$ cat config.mk
export PLATFORM = sky130hd
export DESIGN_NAME = spi_reg_ctrl
export DESIGN_NICKNAME = d
export VERILOG_FILES = /design/src/rtl/spi_ctrl_pkg.sv /design/src/rtl/spi_reg_ctrl.sv
export SDC_FILE = /design/constraint.sdc
export NUM_CORES = 1
export LEC_CHECK = 0
export ABC_CLOCK_PERIOD_IN_PS = 2029
export CORE_ASPECT_RATIO = 0.7
export CORE_MARGIN = 4
export CORE_UTILIZATION = 30
export CTS_CLUSTER_DIAMETER = 200
export CTS_CLUSTER_SIZE = 25
export DETAILED_ROUTE_END_ITERATION = 16
export GPL_TIMING_DRIVEN = 0
export PLACE_DENSITY_LB_ADDON = 0.3
export SYNTH_ARGS = -nofsm -noshare
export SYNTH_HDL_FRONTEND = slang
export SYNTH_SLANG_ARGS = --single-unit
$ cat constraint.sdc
create_clock -name i_clk -period 2.03 [get_ports i_clk]
set_clock_uncertainty 0.15 [all_clocks]
set_input_delay 0.406 -clock i_clk [delete_from_list [all_inputs] [get_ports i_clk]]
set_output_delay 0.406 -clock i_clk [all_outputs]
set_load 0.02 [all_outputs]
$ cat src/rtl/spi_ctrl_pkg.sv
// spi_ctrl_pkg: shared types, field positions and command decode for the SPI register controller
package spi_ctrl_pkg;

    localparam int K_DWIDTH_DEF   = 16;
    localparam int K_AWIDTH_DEF   = 7;
    localparam int K_CMD_RW_BIT   = K_DWIDTH_DEF - 1;
    localparam int K_STAT_OVR_BIT = K_DWIDTH_DEF - 1;

    typedef enum logic [2:0] {
        S_IDLE,
        S_CMD,
        S_WR_DATA,
        S_WR_BUS,
        S_RD_REQ,
        S_RD_WAIT
    } state_t;

    typedef struct packed {
        logic                    rw;
        logic [K_AWIDTH_DEF-1:0] addr;
    } cmd_t;

    function automatic cmd_t cmd_decode(input logic [K_DWIDTH_DEF-1:0] w);
        return '{rw: w[K_CMD_RW_BIT], addr: w[K_AWIDTH_DEF-1:0]};
    endfunction

endpackage

$ cat src/rtl/spi_reg_ctrl.sv
// spi_reg_ctrl: decodes the first SPI word of a frame as a command and streams burst register writes/reads
//   i_clk, i_rst          clock, synchronous active-high reset
//   i_rx_*, i_selected    received word stream and registered chip-select from the SPI slave
//   o_tx_data/o_tx_valid  next word to shift out and its load strobe
//   o_bus_* / i_bus_*     register bus request/ack handshake
//   o_busy, o_overrun     frame in progress, sticky dropped-word flag
module spi_reg_ctrl
    import spi_ctrl_pkg::*;
#(
    parameter int K_DWIDTH = K_DWIDTH_DEF,
    parameter int K_AWIDTH = K_AWIDTH_DEF
) (
    input  logic                i_clk,
    input  logic                i_rst,
    input  logic [K_DWIDTH-1:0] i_rx_data,
    input  logic                i_rx_event,
    input  logic                i_selected,
    output logic [K_DWIDTH-1:0] o_tx_data,
    output logic                o_tx_valid,
    output logic                o_bus_req,
    output logic                o_bus_we,
    output logic [K_AWIDTH-1:0] o_bus_addr,
    output logic [K_DWIDTH-1:0] o_bus_wdata,
    input  logic                i_bus_ack,
    input  logic [K_DWIDTH-1:0] i_bus_rdata,
    output logic                o_busy,
    output logic                o_overrun
);

    state_t state;
    logic   sel_q;
    logic   rx;
    cmd_t   cmd;

    assign rx  = i_rx_event & i_selected;
    assign cmd = cmd_decode(i_rx_data);

    always_ff @(posedge i_clk) begin
        if (i_rst) begin
            state       <= S_IDLE;
            sel_q       <= 1'b0;
            o_tx_data   <= '0;
            o_tx_valid  <= 1'b0;
            o_bus_req   <= 1'b0;
            o_bus_we    <= 1'b0;
            o_bus_addr  <= '0;
            o_bus_wdata <= '0;
            o_busy      <= 1'b0;
            o_overrun   <= 1'b0;
        end else begin
            sel_q      <= i_selected;
            o_tx_valid <= 1'b0;
            // a deselected frame finishes any outstanding bus cycle silently before idling
            if (state != S_IDLE && !i_selected) begin
                if (!o_bus_req || i_bus_ack) begin
                    state     <= S_IDLE;
                    o_busy    <= 1'b0;
                    o_bus_req <= 1'b0;
                end
            end else begin
                case (state)
                    S_IDLE: if (i_selected && !sel_q) begin
                        o_tx_data  <= K_DWIDTH'(o_overrun) << K_STAT_OVR_BIT;
                        o_tx_valid <= 1'b1;
                        o_overrun  <= 1'b0;
                        o_busy     <= 1'b1;
                        state      <= S_CMD;
                    end
                    S_CMD: if (rx) begin
                        o_bus_we   <= cmd.rw;
                        o_bus_addr <= cmd.addr;
                        o_bus_req  <= !cmd.rw;
                        state      <= cmd.rw ? S_WR_DATA : S_RD_REQ;
                    end
                    S_WR_DATA: if (rx) begin
                        o_bus_wdata <= i_rx_data;
                        o_bus_req   <= 1'b1;
                        state       <= S_WR_BUS;
                    end
                    S_WR_BUS: begin
                        if (rx) o_overrun <= 1'b1;
                        if (i_bus_ack) begin
                            o_bus_req  <= 1'b0;
                            o_bus_addr <= o_bus_addr + 1'b1;
                            state      <= S_WR_DATA;
                        end
                    end
                    S_RD_REQ: begin
                        if (rx) o_overrun <= 1'b1;
                        if (i_bus_ack) begin
                            o_bus_req  <= 1'b0;
                            o_tx_data  <= i_bus_rdata;
                            o_tx_valid <= 1'b1;
                            o_bus_addr <= o_bus_addr + 1'b1;
                            state      <= S_RD_WAIT;
                        end
                    end
                    S_RD_WAIT: if (rx) begin
                        o_bus_req <= 1'b1;
                        state     <= S_RD_REQ;
                    end
                    default: state <= S_IDLE;
                endcase
            end
        end
    end

endmodule

==> results_dict.tcl, run 1 <==
set metrics [dict create \
    port_buffers 79 \
    cp_data_required_time_ns 2.08 \
    synth_area_per_cell_um2 7.84 \
    finalMaxSlewViolations 0 \
    die_h_um 79.3 \
    dr.pass1.iters 4 \
    die_area_mm2 0.00872 \
    clock.fmax_ghz 0.519 \
    synth_cell_types 36 \
    die_w_um 110 \
    synth_common_cells "nand2_1 (63), dfxtp_1 (48), a21oi_1 (42)" \
    cts_tree "yes" \
    layout.nets 403 \
    grt-ovfl-total 0 \
    drt_iter0_drc 92 \
    powerDensity_mw_per_mm2 816 \
    max-cap-violations 0 \
    root_buffer "clkbuf_8" \
    cp_cell_sequence "buf_6 > nor2_2 > a2bb2oi_2 > a21oi_2 > or3_1 > a221oi_1" \
    ys.flop_type "dfxtp_1" \
    p_leak_nw 1.13 \
    yosys.area.top_type "dfxtp_1" \
    place_ws_ns -0.549 \
    routabilityCongestion 0.834 \
    holdPathStages 2 \
    pin_count 81 \
    critPathCaptureType "flop" \
    syn_nets 316 \
    h-tree-depth 2 \
    drive_above_1_share_pct 10.9 \
    rows 25 \
    ys_ff_latch 48 \
    irDropWorstVdd_mv 0.360 \
    vias 2265 \
    drc 0 \
    antenna_found_initial 0 \
    min_period_ns 1.93 \
    clk_latency_ns 0.30 \
    cp_data_arrival_time_ns 1.98 \
    r2r_slack_ns 0.10 \
    cts.sinks 48 \
    worst_r2r_path_depth 6 \
    cp_slowest_cell "or3_1" \
    synth_edf_count 0 \
    status "completed" \
    reg2reg_to "state[1]" \
    synth_area_mm2 0.00218 \
    async_flop_share_pct 0 \
    fin_util_pct 47.0 \
    detail-route-antenna-nets 0 \
    path_clk_slew_ns 0.09 \
    period_share_pct 94.8 \
    ys_top_cells_by_area "dfxtp_1 (44%), nand2_1 (11%), a21oi_1 (9.6%)" \
    r2r-start "state[0]" \
    hold_viol 0 \
    setup_viol 0 \
    numCtsBuffers 5 \
    synthCells 278 \
    synth.most_common_cell "nand2_1" \
    hold_start "o_tx_data[13]" \
    slowest_delay_ns 0.39 \
    hpwl_um 4890 \
    ys_warn_count 0 \
    cp-startpoint "state[0]" \
    fin_ws_ns 0.105 \
    antennaDiodeCount 0 \
    worstSetupPathType "reg2reg" \
    grt_pass1_vias 2125 \
    track_usage_pct 15.0 \
    crit_fanout 7 \
    min_to "o_tx_data[13]" \
    wl_per_cell_um 14.4 \
    seq_area_frac_synth_pct 44.1 \
    grt_max_degree 16 \
    hold_class "reg2reg" \
    cp_top_family "simple AND/OR/NAND/NOR gates" \
    timing.slew.headroom_pct 63.3 \
    synth_top_area_share_pct 44.1 \
    tightestPinTransition_ns 0.551 \
    syn2layout_area_growth_pct 48.8 \
    vias_per_cell 4.92 \
    fin_hold_ws_ns 0.305 \
    totalWireLength_um 6640 \
    fp.coreArea_mm2 0.00691 \
    initial_core_util_pct 31.5 \
    crit_buf_inv 1 \
    fin_setup_tns_ns 0 \
    crit_path_start_kind "flop" \
    grt_pass1_wl_um 10200 \
    clk_path_buf_depth 2 \
]
==> through the flow <==
stage | std cells | instance area (µm²) | total power, mW
final | 460 | 3250 | 2.65
after detailed placement | 451 | 3090 | 1.99
after CTS | 461 | 3210 | 2.61
after global routing | 460 | 3250 | 2.81
after global placement | 451 | 3090 | 1.98
after floorplan | 278 | 2180 | 1.67
==> where the power goes <==
group / leakage, nW / switching [mW] / internal [mW]
Combinational: 0.697 / 0.550 / 0.428
Sequential: 0.389 / 0.0573 / 1.01
Clock: 0.0434 / 0.327 / 0.276
Total: 1.13 / 0.934 / 1.71
==> layout by cell type, fill, tap and decap left out, drive strengths merged, types with 3 or more instances in the layout <==
master         Yosys  final
o21ai             14     14
nand2             63     63
a21o               4      4
nor2              15     15
clkdlybuf4s50      0     76
a21oi             43     43
dfxtp             48     48
a221oi             3      3
nor3               8      8
clkbuf            10     18
nand2b             3      3
a211oi             3      3
nor2b              4      4
or3b               4      4
nand3             18     18
inv                5      5
and3               3      3
buf                9      9
mux2i              5      5
==> sequential cells by signal (all words and copies together) (netlist names) <==
name and count:
o_bus_wdata 16, o_tx_data 16, o_bus_addr 7, state 3
o_bus_req 1, o_bus_we 1, o_busy 1, o_overrun 1
o_tx_valid 1, sel_q 1
==> worst max path at each step <==
| stage | cells after the start | slack (ns) | endpoint |
|---|---|---|---|
| after floorplan | 6 | 0.22 | state[2] |
| after global placement | 6 | -0.58 | state[1] |
| after detailed placement | 7 | -0.55 | o_tx_data[10] |
| after CTS | 6 | 0.0002 | o_bus_addr[5] |
| after global routing | 7 | -0.005 | state[1] |
| final | 6 | 0.10 | state[1] |
==> worst register-to-register path, delay by kind of cell (launching register included) <==
family                 cells  cell delay (ns)
AOI/OAI and AO/OA          3             0.59
DFF                        1             0.32
buffers and inverters      1             0.13
and+or+nand+nor            2             0.65
==> routing by layer <==
layer	wire length [µm]	GRT usage [%]	part of all wire, %	vias to the layer above
li1	-	-	-	1131
met1	3150	20.6	47	1054
met2	2720	21.2	41	76
met3	720	6.34	11	4
met4	52	4.11	0.78	0
met5	0	0	0	-
==> cell families (layout without fill, tap and decap cells) <==
logic type,count (synthesis),in the layout,synth area share [%]
compound gates,74,74,20.3
mux,5,5,2.29
buf+inv,24,112,5.51
flops,48,48,44.1
simple gates,125,125,26.8
fa+ha+maj,2,2,1.03
==> what timing repair did <==
item                       CTS  global route
gates resized for setup      4            23
hold buffers                 0             0
setup endpoints to repair   28            29
pin swaps                    0             3
buffers inserted             2             1
==> final cells by class <==
| class | instances | area (µm²) |
|---|---|---|
| Clock inverter | 2 | 15.0 |
| Tap cell | 94 | 118 |
| Clock buffer | 6 | 82.6 |
| Timing Repair Buffer | 82 | 810 |
| Buffer | 17 | 95.1 |
| Fill cell | 713 | 3670 |
| Sequential cell | 48 | 966 |
| Inverter | 5 | 18.8 |
| Multi-Input combinational cell | 206 | 1140 |
(Power assumes the default switching activity.)
==> run 2, diff against run 1 <==
--- a/config.mk
+++ b/config.mk
@@ -5,7 +5,7 @@
 export SDC_FILE = /design/constraint.sdc
 export NUM_CORES = 1
 export LEC_CHECK = 0
-export ABC_CLOCK_PERIOD_IN_PS = 2029
+export ABC_CLOCK_PERIOD_IN_PS = 1730
 export CORE_ASPECT_RATIO = 0.7
 export CORE_MARGIN = 4
 export CORE_UTILIZATION = 30
==> constraint.sdc (replaced) <==
create_clock -name i_clk -period 1.73 [get_ports i_clk]
set_clock_uncertainty 0.15 [all_clocks]
set_input_delay 0.346 -clock i_clk [delete_from_list [all_inputs] [get_ports i_clk]]
set_output_delay 0.346 -clock i_clk [all_outputs]
set_load 0.02 [all_outputs]
==> run 2 against run 1 <==
Net effect:
- the run now ends with setup timing left
- register-to-register slack got worse by 0.22 ns
- flip-flop and latch count unchanged
- die area did not move
- sequential share of layout area fell by 2.6 points
- clock-buffer cell count is the same
- first-iteration DRC count grew 12%
- final area up 11%
- maximum frequency increased by 4.3%
- worst setup slack got worse by 0.22 ns
==> results_dict.tcl, run 2 (same netlist as run 1, synthesis figures left out) <==
set metrics [dict create \
    status "finished, violations left" \
    violations "setup timing" \
    crit_fanout 7 \
    cp_slowest_cell "or4_4" \
    fin_ws_ns -0.116 \
    worstSetupPathType "reg2reg" \
    clk_latency_ns 0.29 \
    slowest_delay_ns 0.42 \
    port_buffers 79 \
    totalWireLength_um 7170 \
    track_usage_pct 16.1 \
    cp_cell_sequence "buf_4 > nor3_4 > buf_4 > a32o_2 > or4_4 > o32ai_2" \
    max-cap-violations 0 \
    cts_tree "yes" \
    final_cell_mix "nand2_1 (57), dlygate4sd2_1 (45), dfxtp_1 (43), a21oi_1 (34), clkdlybuf4s50_1 (32)" \
    initial_core_util_pct 31.5 \
    totalPowerFinal_mw 3.47 \
    vias_per_cell 4.95 \
    vias 2398 \
    clock.fmax_ghz 0.542 \
    timing.slew.headroom_pct 58.3 \
    rsz0062_at_grt "true" \
    path_clk_slew_ns 0.09 \
    hold_viol 0 \
    layout.nets 428 \
    die_w_um 110 \
    cts.sinks 48 \
    grt_pass1_vias 2265 \
    routabilityCongestion 0.865 \
    pin_count 81 \
    drt_iter0_drc 103 \
    fillers 664 \
    root_buffer "clkbuf_8" \
    cp_data_required_time_ns 1.79 \
    antenna_found_initial 0 \
    powerDensity_mw_per_mm2 963 \
    clk_path_buf_depth 2 \
    critPathCaptureType "flop" \
    cp_data_arrival_time_ns 1.90 \
    hpwl_um 4800 \
    tightestPinTransition_ns 0.625 \
    grt-ovfl-total 0 \
    p_leak_nw 1.51 \
    die_h_um 79.3 \
    crit_top_cell "buf_4" \
    top_regs "o_bus_wdata x16, o_tx_data x16, o_bus_addr x7" \
    setup_viol 28 \
    min_period_ns 1.85 \
    period_share_pct 107 \
    h-tree-depth 2 \
    wl_per_cell_um 14.8 \
    hold_class "reg2reg" \
    crit_path_start_kind "flop" \
    fin_util_pct 52.1 \
    drive_above_1_share_pct 24.4 \
    numCtsBuffers 5 \
    dr.pass1.iters 4 \
    grt_max_degree 14 \
    irDropWorstVdd_mv 0.449 \
    antennaDiodeCount 0 \
    detail-route-antenna-nets 0 \
    syn2layout_area_growth_pct 65.2 \
    fp.coreArea_mm2 0.00691 \
    layout.cells.most_common "nand2_1" \
    die_area_mm2 0.00872 \
    rows 25 \
    drc 0 \
    finalMaxSlewViolations 0 \
    grt_pass1_wl_um 11100 \
]
==> run 2: cell types whose count changed in the layout (fill, tap and decap cells not counted), moves of 4 or more <==
cell,change
o21ai_0,-4
a21oi_2,+6
clkdlybuf4s50_1,-44
dlygate4sd2_1,+44
buf_4,+20
a21oi_1,-7
nand2_1,-6
buf_6,+8
dfxtp_4,+4
nand2_2,+5
==> run 2: critical path: cells and delay by family (launching register included) <==
kind	cells	cell delay [ns]
AO/OA/AOI/OAI	2	0.46
buffers and inverters	2	0.27
flip-flops	1	0.40
AND/OR/NAND/NOR	2	0.47
==> run 2: timing repair <==
action                                  4_1_cts  5_1_grt
cloned                                        0        1
endpoints found under the setup margin       88       33
hold buffers                                  0        0
resized for setup                            85       49
setup buffers                                19        9
pin swaps                                    18       24
==> run 2: final timing paths <==
check | start | end | slack (ns) | depth (start not counted)
worst max-delay path | state[1] | state[2] | -0.12 | 6
worst min-delay path | o_tx_data[6] | o_tx_data[6] | 0.30 | 2
worst min register to register | o_tx_data[6] | o_tx_data[6] | 0.30 | 2
worst max register to register | state[1] | state[2] | -0.12 | 6
==> run 2: cell type report <==
cell class | instances | area [µm²] | area share [%]
clock inverter | 1 | 5.00 | 0.139
multi-input combinational | 206 | 1310 | 36.3
inverter | 5 | 18.8 | 0.521
tap | 94 | 118 | 3.26
buffer | 16 | 109 | 3.02
sequential | 48 | 980 | 27.2
clock buffer | 6 | 72.6 | 2.01
timing repair buffer | 108 | 992 | 27.5
==> run 2: stage by stage <==
stage | hold WS (ns) | setup slack, ns | instances | setup TNS (ns) | cell area (µm²)
after global placement | 0.287 | -0.773 | 451 | -25.00 | 3110
final | 0.302 | -0.116 | 484 | -0.651 | 3600
after CTS | 0.291 | -0.132 | 475 | -1.28 | 3370
after detailed placement | 0.295 | -0.754 | 451 | -24.58 | 3110
after floorplan | 0.332 | -0.0171 | 278 | -0.123 | 2200
after global routing | 0.329 | -0.151 | 484 | -3.06 | 3600
==> run 2: where the power goes <==
part / switching, mW / internal, mW
Combinational: 0.783 / 0.763
Sequential: 0.0948 / 1.19
Clock: 0.359 / 0.276
==> run 2: metal layers <==
layer	part of all wire (%)	global-route usage (%)	vias up
met5	0	0	-
met4	0.56	4.11	0
met3	9.6	5.93	4
met2	43	22.3	86
met1	47	23.1	1129
li1	-	-	1179
